## src/rtl/pc_seq_pkg.sv

```systemverilog
// Shared types and defaults for the PC sequencer: FSM state encoding,
// instruction stride and reset/trap fetch addresses.
package pc_seq_pkg;

  typedef enum logic [1:0] {
    BOOT = 2'd0,
    RUN  = 2'd1,
    TRAP = 2'd2
  } state_e;

  localparam logic [31:0] INSTR_BYTES  = 32'd4;
  localparam logic [31:0] RESET_PC_DEF = 32'h0000_0000;
  localparam logic [31:0] TRAP_PC_DEF  = 32'h0000_0100;

endpackage

```

## src/rtl/pc_seq_stats.sv

```systemverilog
// Performance counters for redirects and stall cycles.
// Latency: count visible one cycle after the event. Never backpressures; both counters wrap at 2^32.
module pc_seq_stats (
  input  logic        clk,
  input  logic        reset_n,
  input  logic        redirect_i,
  input  logic        stall_event_i,
  output logic [31:0] redirect_cnt_o,
  output logic [31:0] stall_cnt_o
);

  logic [31:0] redirect_cnt_q, redirect_cnt_d;
  logic [31:0] stall_cnt_q, stall_cnt_d;

  always_comb begin
    redirect_cnt_d = redirect_cnt_q;
    stall_cnt_d    = stall_cnt_q;
    if (redirect_i)    redirect_cnt_d = redirect_cnt_q + 32'd1;
    if (stall_event_i) stall_cnt_d    = stall_cnt_q + 32'd1;
  end

  always_ff @(posedge clk or negedge reset_n) begin
    if (!reset_n) begin
      redirect_cnt_q <= 32'd0;
      stall_cnt_q    <= 32'd0;
    end else begin
      redirect_cnt_q <= redirect_cnt_d;
      stall_cnt_q    <= stall_cnt_d;
    end
  end

  assign redirect_cnt_o = redirect_cnt_q;
  assign stall_cnt_o    = stall_cnt_q;

endmodule

```

## src/rtl/pc_sequencer.sv

```systemverilog
// Fetch PC sequencer with BOOT/RUN/TRAP FSM; redirect to target, trap on misaligned target.
// Latency: 1-cycle redirect; stall_i / !imem_ready_i hold the PC. Counters only with PC_SEQ_STATS_EN.
module pc_sequencer
  import pc_seq_pkg::*;
#(
  parameter logic [31:0] RESET_PC = RESET_PC_DEF,
  parameter logic [31:0] TRAP_PC  = TRAP_PC_DEF
) (
  input  logic        clk,
  input  logic        reset_n,
  input  logic        stall_i,
  input  logic        imem_ready_i,
  input  logic        ex_valid_i,
  input  logic        ex_pc_src_i,
  input  logic [31:0] ex_target_i,
  input  logic        trap_ack_i,
  output logic [31:0] pc_o,
  output logic        fetch_valid_o,
  output logic        flush_o,
  output logic        misalign_o,
  output logic [31:0] redirect_cnt_o,
  output logic [31:0] stall_cnt_o
);

  state_e      state_q, state_d;
  logic [31:0] pc_q, pc_d;
  logic        redirect;
  logic        misalign;

  assign redirect = (state_q == RUN) && ex_valid_i && ex_pc_src_i;
  assign misalign = redirect && (ex_target_i[1:0] != 2'b00);

  // Priority inside RUN: redirect > stall > imem not ready > increment.
  always_comb begin
    state_d = state_q;
    pc_d    = pc_q;
    unique case (state_q)
      BOOT: state_d = RUN;
      RUN: begin
        if (misalign) begin
          pc_d    = TRAP_PC;
          state_d = TRAP;
        end else if (redirect) begin
          pc_d = ex_target_i;
        end else if (!stall_i && imem_ready_i) begin
          pc_d = pc_q + INSTR_BYTES;
        end
      end
      TRAP: if (trap_ack_i) state_d = RUN;
      default: state_d = BOOT;
    endcase
  end

  always_ff @(posedge clk or negedge reset_n) begin
    if (!reset_n) begin
      state_q <= BOOT;
      pc_q    <= RESET_PC;
    end else begin
      state_q <= state_d;
      pc_q    <= pc_d;
    end
  end

  assign pc_o          = pc_q;
  assign fetch_valid_o = (state_q == RUN);
  assign flush_o       = redirect;
  assign misalign_o    = misalign;

`ifdef PC_SEQ_STATS_EN
  logic stall_event;
  assign stall_event = (state_q == RUN) && stall_i && !redirect;

  pc_seq_stats u_stats (
    .clk            (clk),
    .reset_n        (reset_n),
    .redirect_i     (redirect),
    .stall_event_i  (stall_event),
    .redirect_cnt_o (redirect_cnt_o),
    .stall_cnt_o    (stall_cnt_o)
  );
`else
  assign redirect_cnt_o = 32'd0;
  assign stall_cnt_o    = 32'd0;
`endif

endmodule

```

## config.mk

```make
export PLATFORM = sky130hd
export DESIGN_NAME = pc_sequencer
export DESIGN_NICKNAME = d
export VERILOG_FILES = /design/src/rtl/pc_seq_pkg.sv /design/src/rtl/pc_seq_stats.sv /design/src/rtl/pc_sequencer.sv
export SDC_FILE = /design/constraint.sdc
export NUM_CORES = 1
export LEC_CHECK = 0
export ABC_CLOCK_PERIOD_IN_PS = 4400
export CORE_MARGIN = 2
export CORE_UTILIZATION = 43
export DETAILED_ROUTE_END_ITERATION = 6
export PLACE_DENSITY = 0.93
export SLEW_MARGIN = 20
export SYNTH_ARGS = -nofsm -noshare
export SYNTH_HDL_FRONTEND = slang
export SYNTH_SLANG_ARGS = --single-unit
export TNS_END_PERCENT = 1
```

## constraint.sdc

```tcl
create_clock -name clk -period 4.4 [get_ports clk]
set_input_delay 0.66 -clock clk [delete_from_list [all_inputs] [get_ports clk]]
set_output_delay 0.66 -clock clk [all_outputs]
set_load 0.02 [all_outputs]
```

* Yosys cells after proc, flatten, opt, wreduce, memory -nomap -nowiden
Index checks and enable logic that the tools add are counted.
** Storage, ports and cells
- Output and inout bits :: 99
- Register bits after elaboration :: 34
- Input port bits :: 39
** Operators by class
- $add $sub $neg :: 1
- Multiplexer cells :: 6
- Equal/unequal tests :: 4
- Reductions and logical operators :: 10
** Operators with widths (number)
- two-way mux 32 bit :: 3
- adder 32 x 3 -> 32 bit (second input constant) :: 1
- one-hot mux 2 bit (3 select lines) :: 1
- logical AND 1 bit :: 4
- two-way mux 2 bit :: 2
- AND reduction 2 bit :: 2
- nonzero test 3 bit :: 1
- equality test 2 x 1 -> 1 bit (second input constant) :: 1
- equality test 2 bit (second input constant) :: 1
- zero test 2 bit :: 1
- inequality test 2 x 1 -> 1 bit (second input constant) :: 1
- inequality test 2 bit (second input constant) :: 1
- nonzero test 2 bit :: 1
- zero test 1 bit :: 1

* Longest topological paths before layout
- Word-level depth :: 6
- Mapped depth :: 8
- Mapped depth without buffers :: 7

* Least setup slack after synthesis
Ideal clock, no wire load.
- Kind :: reg-to-output
- From :: register state_q[1]
- To :: output port misalign_o
- Arrival time :: 1390 ps
- Cell stages (with the launch flop) :: 6
- Path buffers :: 1
- Setup slack :: 2350 ps
- Path through :: dfrtp_1 nand2b_1 inv_1 nand3_1 buf_2 nor2_1
** Between the ends
- Cells in the longest elaborated chain, start to end :: 4
** RTL lines
- start, declared :: line pc_sequencer.sv:25 : state_e state_q, state_d;
- start signal, assigned :: line pc_sequencer.sv:59 : state_q <= state_d;
- equality test 2 x 1 -> 1 bit
- named net fetch_valid_o :: line pc_sequencer.sv:18 : output logic fetch_valid_o,
- logical AND 1 bit (2 in series) :: line pc_sequencer.sv:30 : assign redirect = (state_q == RUN) && ex_valid_i && ex_pc_src_i;
- logical AND 1 bit :: line pc_sequencer.sv:31 : assign misalign = redirect && (ex_target_i[1:0] != 2'b00);
- end, declared :: line pc_sequencer.sv:20 : output logic misalign_o,
The timed path passes the listed nets, and every way through them passes these cells.

* Worst setup path in the final report
- From :: input port ex_pc_src_i
- To :: output port misalign_o
** Between the ends
- Cells in the longest elaborated chain, start to end :: 2
** RTL lines
- start, declared :: line pc_sequencer.sv:14 : input logic ex_pc_src_i,
- logical AND 1 bit :: line pc_sequencer.sv:30
- logical AND 1 bit :: line pc_sequencer.sv:31
Every way passes these cells.

==> summary.txt <==
CTS tree -> done
Gate Count Post-Synth -> 308
ranking of synthesized cells by area -> dfrtp_1, buf_4, a21oi_1
fin. max-slew vios -> 0
Post-Synth Adder-Cell Area -> 0.488%
Hold Startpoint -> pc_o[0]$_DFFE_PN0P_
H-tree levels -> 2
PnR Total Power -> 1.34 mW
Compound-Gate Fraction of Synth Area -> 22.1%
actual slew at the worst max-slew pin -> 0.906 ns
post-route ant nets -> 0
routability congestion estimate -> 0.882
std cell rows -> 28
Fillers -> 561
Crit path largest cell delay -> 0.66 ns
R2R Path End -> pc_o[21]$_DFFE_PN0P_
Hold Fails Final Rpt -> 0
initial antenna violation count -> 0
Synth Cell Area -> 2560 sq um
ys async rst share -> 100%
worst-path fanout max -> 29
CTS resizes -> 0
I/O Pins -> 138
Total GRT Usage -> 20.7%
DP Cell Count -> 447
Clk pin slew, worst setup/hold paths -> 0.07 ns
Setup Buffers After CTS -> 0
Syn. warnings -> 0
dpl hpwl -> 4840 microns
CP max-delay cell -> clkdlybuf4s50_1
crit path DAT -> 2.37 ns
wl on met1 -> 2670 microns
CTS Buf Count -> 5
largest net degree at the start of global routing -> 35
crit-path most repeated cell -> clkdlybuf4s50_1
slew margin rel. -> 39.6%
leakage power -> 1.30 nW
FF+latch count, synth -> 34
ys flop type -> dfrtp_1
Worst Hold Endpoint -> pc_o[0]$_DFFE_PN0P_
die width -> 81.2 microns
final wirelength -> 6630 microns
mux contribution to synthesized area -> 0%
post-route clock period utilization -> 68.8%
hold path depth -> 1
Synth Area in XOR/XNOR -> 0%
Starting Density -> 43.8%
post-route insts no fill -> 453
clock root cell -> clkbuf_8
Peak Freq -> 331 MHz
Synth top area share -> 33.2%
core area -> 5850 sq um
Setup crit start kind -> input pin
Synth Area in Simple Gates -> 22.3%
max layer used -> met4
vias in the first global route -> 2320
Avg Vias per Cell -> 5.33
max_cap viols -> 0
first-pass GRT wire length -> 10700 microns
R2R Setup Slk -> 2.17 ns
drc violations -> 0
die area -> 6600 sq um
RSZ-0062 raised after global routing -> false
antenna fix cells -> 0
Worst Reg-to-Reg Cells -> 8
TritonCTS Sinks -> 34
Layout Utilization -> 55.0%
area grow syn2layout -> 25.5%
CTS max path bufs -> 2
Worst-Skew Late Latency -> 0.29 ns
cell accounting for the most synthesized area -> dfrtp_1
# port buffers -> 73
Worst Path Required -> 3.74 ns
maximum vdd drop -> 0.258 mV
Seq/Total Area, Yosys -> 33.2%
Netlist cell types -> 48
Syn Area/Cell -> 8.32 sq um
largest family of logic cells by synthesized area -> simple AND/OR/NAND/NOR gates
Worst Setup End Kind -> output port
post-cts hold buffer count -> 0
critical path type -> input pin to output port
Routed met3 length -> 632 microns
min-delay worst type -> flip-flop to flip-flop
total gr overflow -> 0
Final min period -> 3.03 ns
final setup violating endpoints -> 0
worst path cell trace -> clkdlybuf4s50_1, nand3_1, buf_4, nor2_1, clkdlybuf4s50_1
via count -> 2416
WL met2 -> 3280 microns
wire length per cell -> 14.6 microns
Post-synth EDFFs -> 0
status -> completed
final net count -> 419
Die Span Y -> 81.2 microns
RR Startpoint -> state_q[1]$_DFFE_PN0P_
number of iterations in the first detailed-routing pass -> 4
setup TNS -> 0 ns
Initial DRC Count -> 202
PwrDens -> 415 nW/um^2
Setup Skew -> 0.00379 ns
proportion of layout cells with a drive suffix above 1 -> 7.14%
==> critical path, delay by kind of cell <==
kind / cells / cell delay, ns
buffers and inverters: 3 / 1.36
AND/OR/NAND/NOR: 2 / 0.34
==> layout make-up <==
class	count	area [sq um]	share of cell area, %
clock buffers	6	82.6	2.57
inverters	7	26.3	0.816
multi-input cells	253	1400	43.4
flip-flops and latches	34	851	26.4
well taps	75	93.8	2.92
repair buffers	78	768	23.9
==> logic make-up (layout without fill, tap and decap cells) <==
group | count (synthesis) | after routing
compound gates | 90 | 90
fa+ha+maj | 1 | 1
buf+inv | 84 | 91
flops | 34 | 34
other cells | 1 | 64
simple gates | 98 | 98
==> metrics by stage <==
stage / cell area (sq um) / setup slack, ns / hold WS [ns]
after floorplan: 2800 / 2.35 / 0.364
after global placement: 3140 / 1.43 / 0.450
after detailed placement: 3140 / 1.39 / 0.474
after CTS: 3220 / 1.37 / 0.486
after global routing: 3220 / 1.25 / 0.525
final: 3220 / 1.37 / 0.492
==> flip-flops by register name (all words and copies together) (netlist names) <==
signal and flops:
state_q 2, pc_o 32
==> synth_stat cells, drive strengths merged (2+ instances only) <==
library cell  count
buf              66
dfrtp            34
a21oi            27
nand2            24
nor2             24
o21ai            23
nand3            17
o311ai           12
clkbuf           11
nand4             9
nor3              8
a22oi             6
a31oi             6
inv               6
nor4              3
a21o              2
and2              2
nand2b            2
o211ai            2
o22ai             2
or2               2
or3               2
==> routing by layer <==
layer  GRT usage, %  vias to the layer above
li1               -                     1132
met1           25.0                     1147
met2           36.8                      132
met3           4.56                        5
met4           5.76                        0
met5              0                        -
==> power by group <==
group | switching (mW) | internal (mW)
Sequential | 0.138 | 0.396
Combinational | 0.320 | 0.251
Clock | 0.111 | 0.121
Total | 0.569 | 0.768
==> placed cells by master (no fill, tap or decap), drive strengths merged, types with 2 or more instances in the layout <==
| cell | n |
|---|---|
| or2 | 2 |
| o311ai | 12 |
| a21o | 2 |
| nand4 | 9 |
| nand2b | 2 |
| nor4 | 3 |
| nand2 | 24 |
| o211ai | 2 |
| a21oi | 27 |
| buf | 5 |
| or3 | 2 |
| and2 | 2 |
| o22ai | 2 |
| a31oi | 6 |
| clkdlybuf4s50 | 73 |
| nand3 | 17 |
| o21ai | 23 |
| nor2 | 24 |
| dfrtp | 34 |
| a22oi | 6 |
| clkbuf | 6 |
| conb | 64 |
| nor3 | 8 |
| inv | 6 |
==> worst max-delay path by stage <==
stage | start | endpoint | slack, ns
after floorplan | state_q[1]$_DFFE_PN0P_ | misalign_o | 2.35
after global placement | ex_pc_src_i | misalign_o | 1.43
after detailed placement | ex_pc_src_i | misalign_o | 1.39
after CTS | ex_pc_src_i | misalign_o | 1.37
after global routing | ex_pc_src_i | misalign_o | 1.25
final | ex_pc_src_i | misalign_o | 1.37
Power figures use the tool's default switching activity.
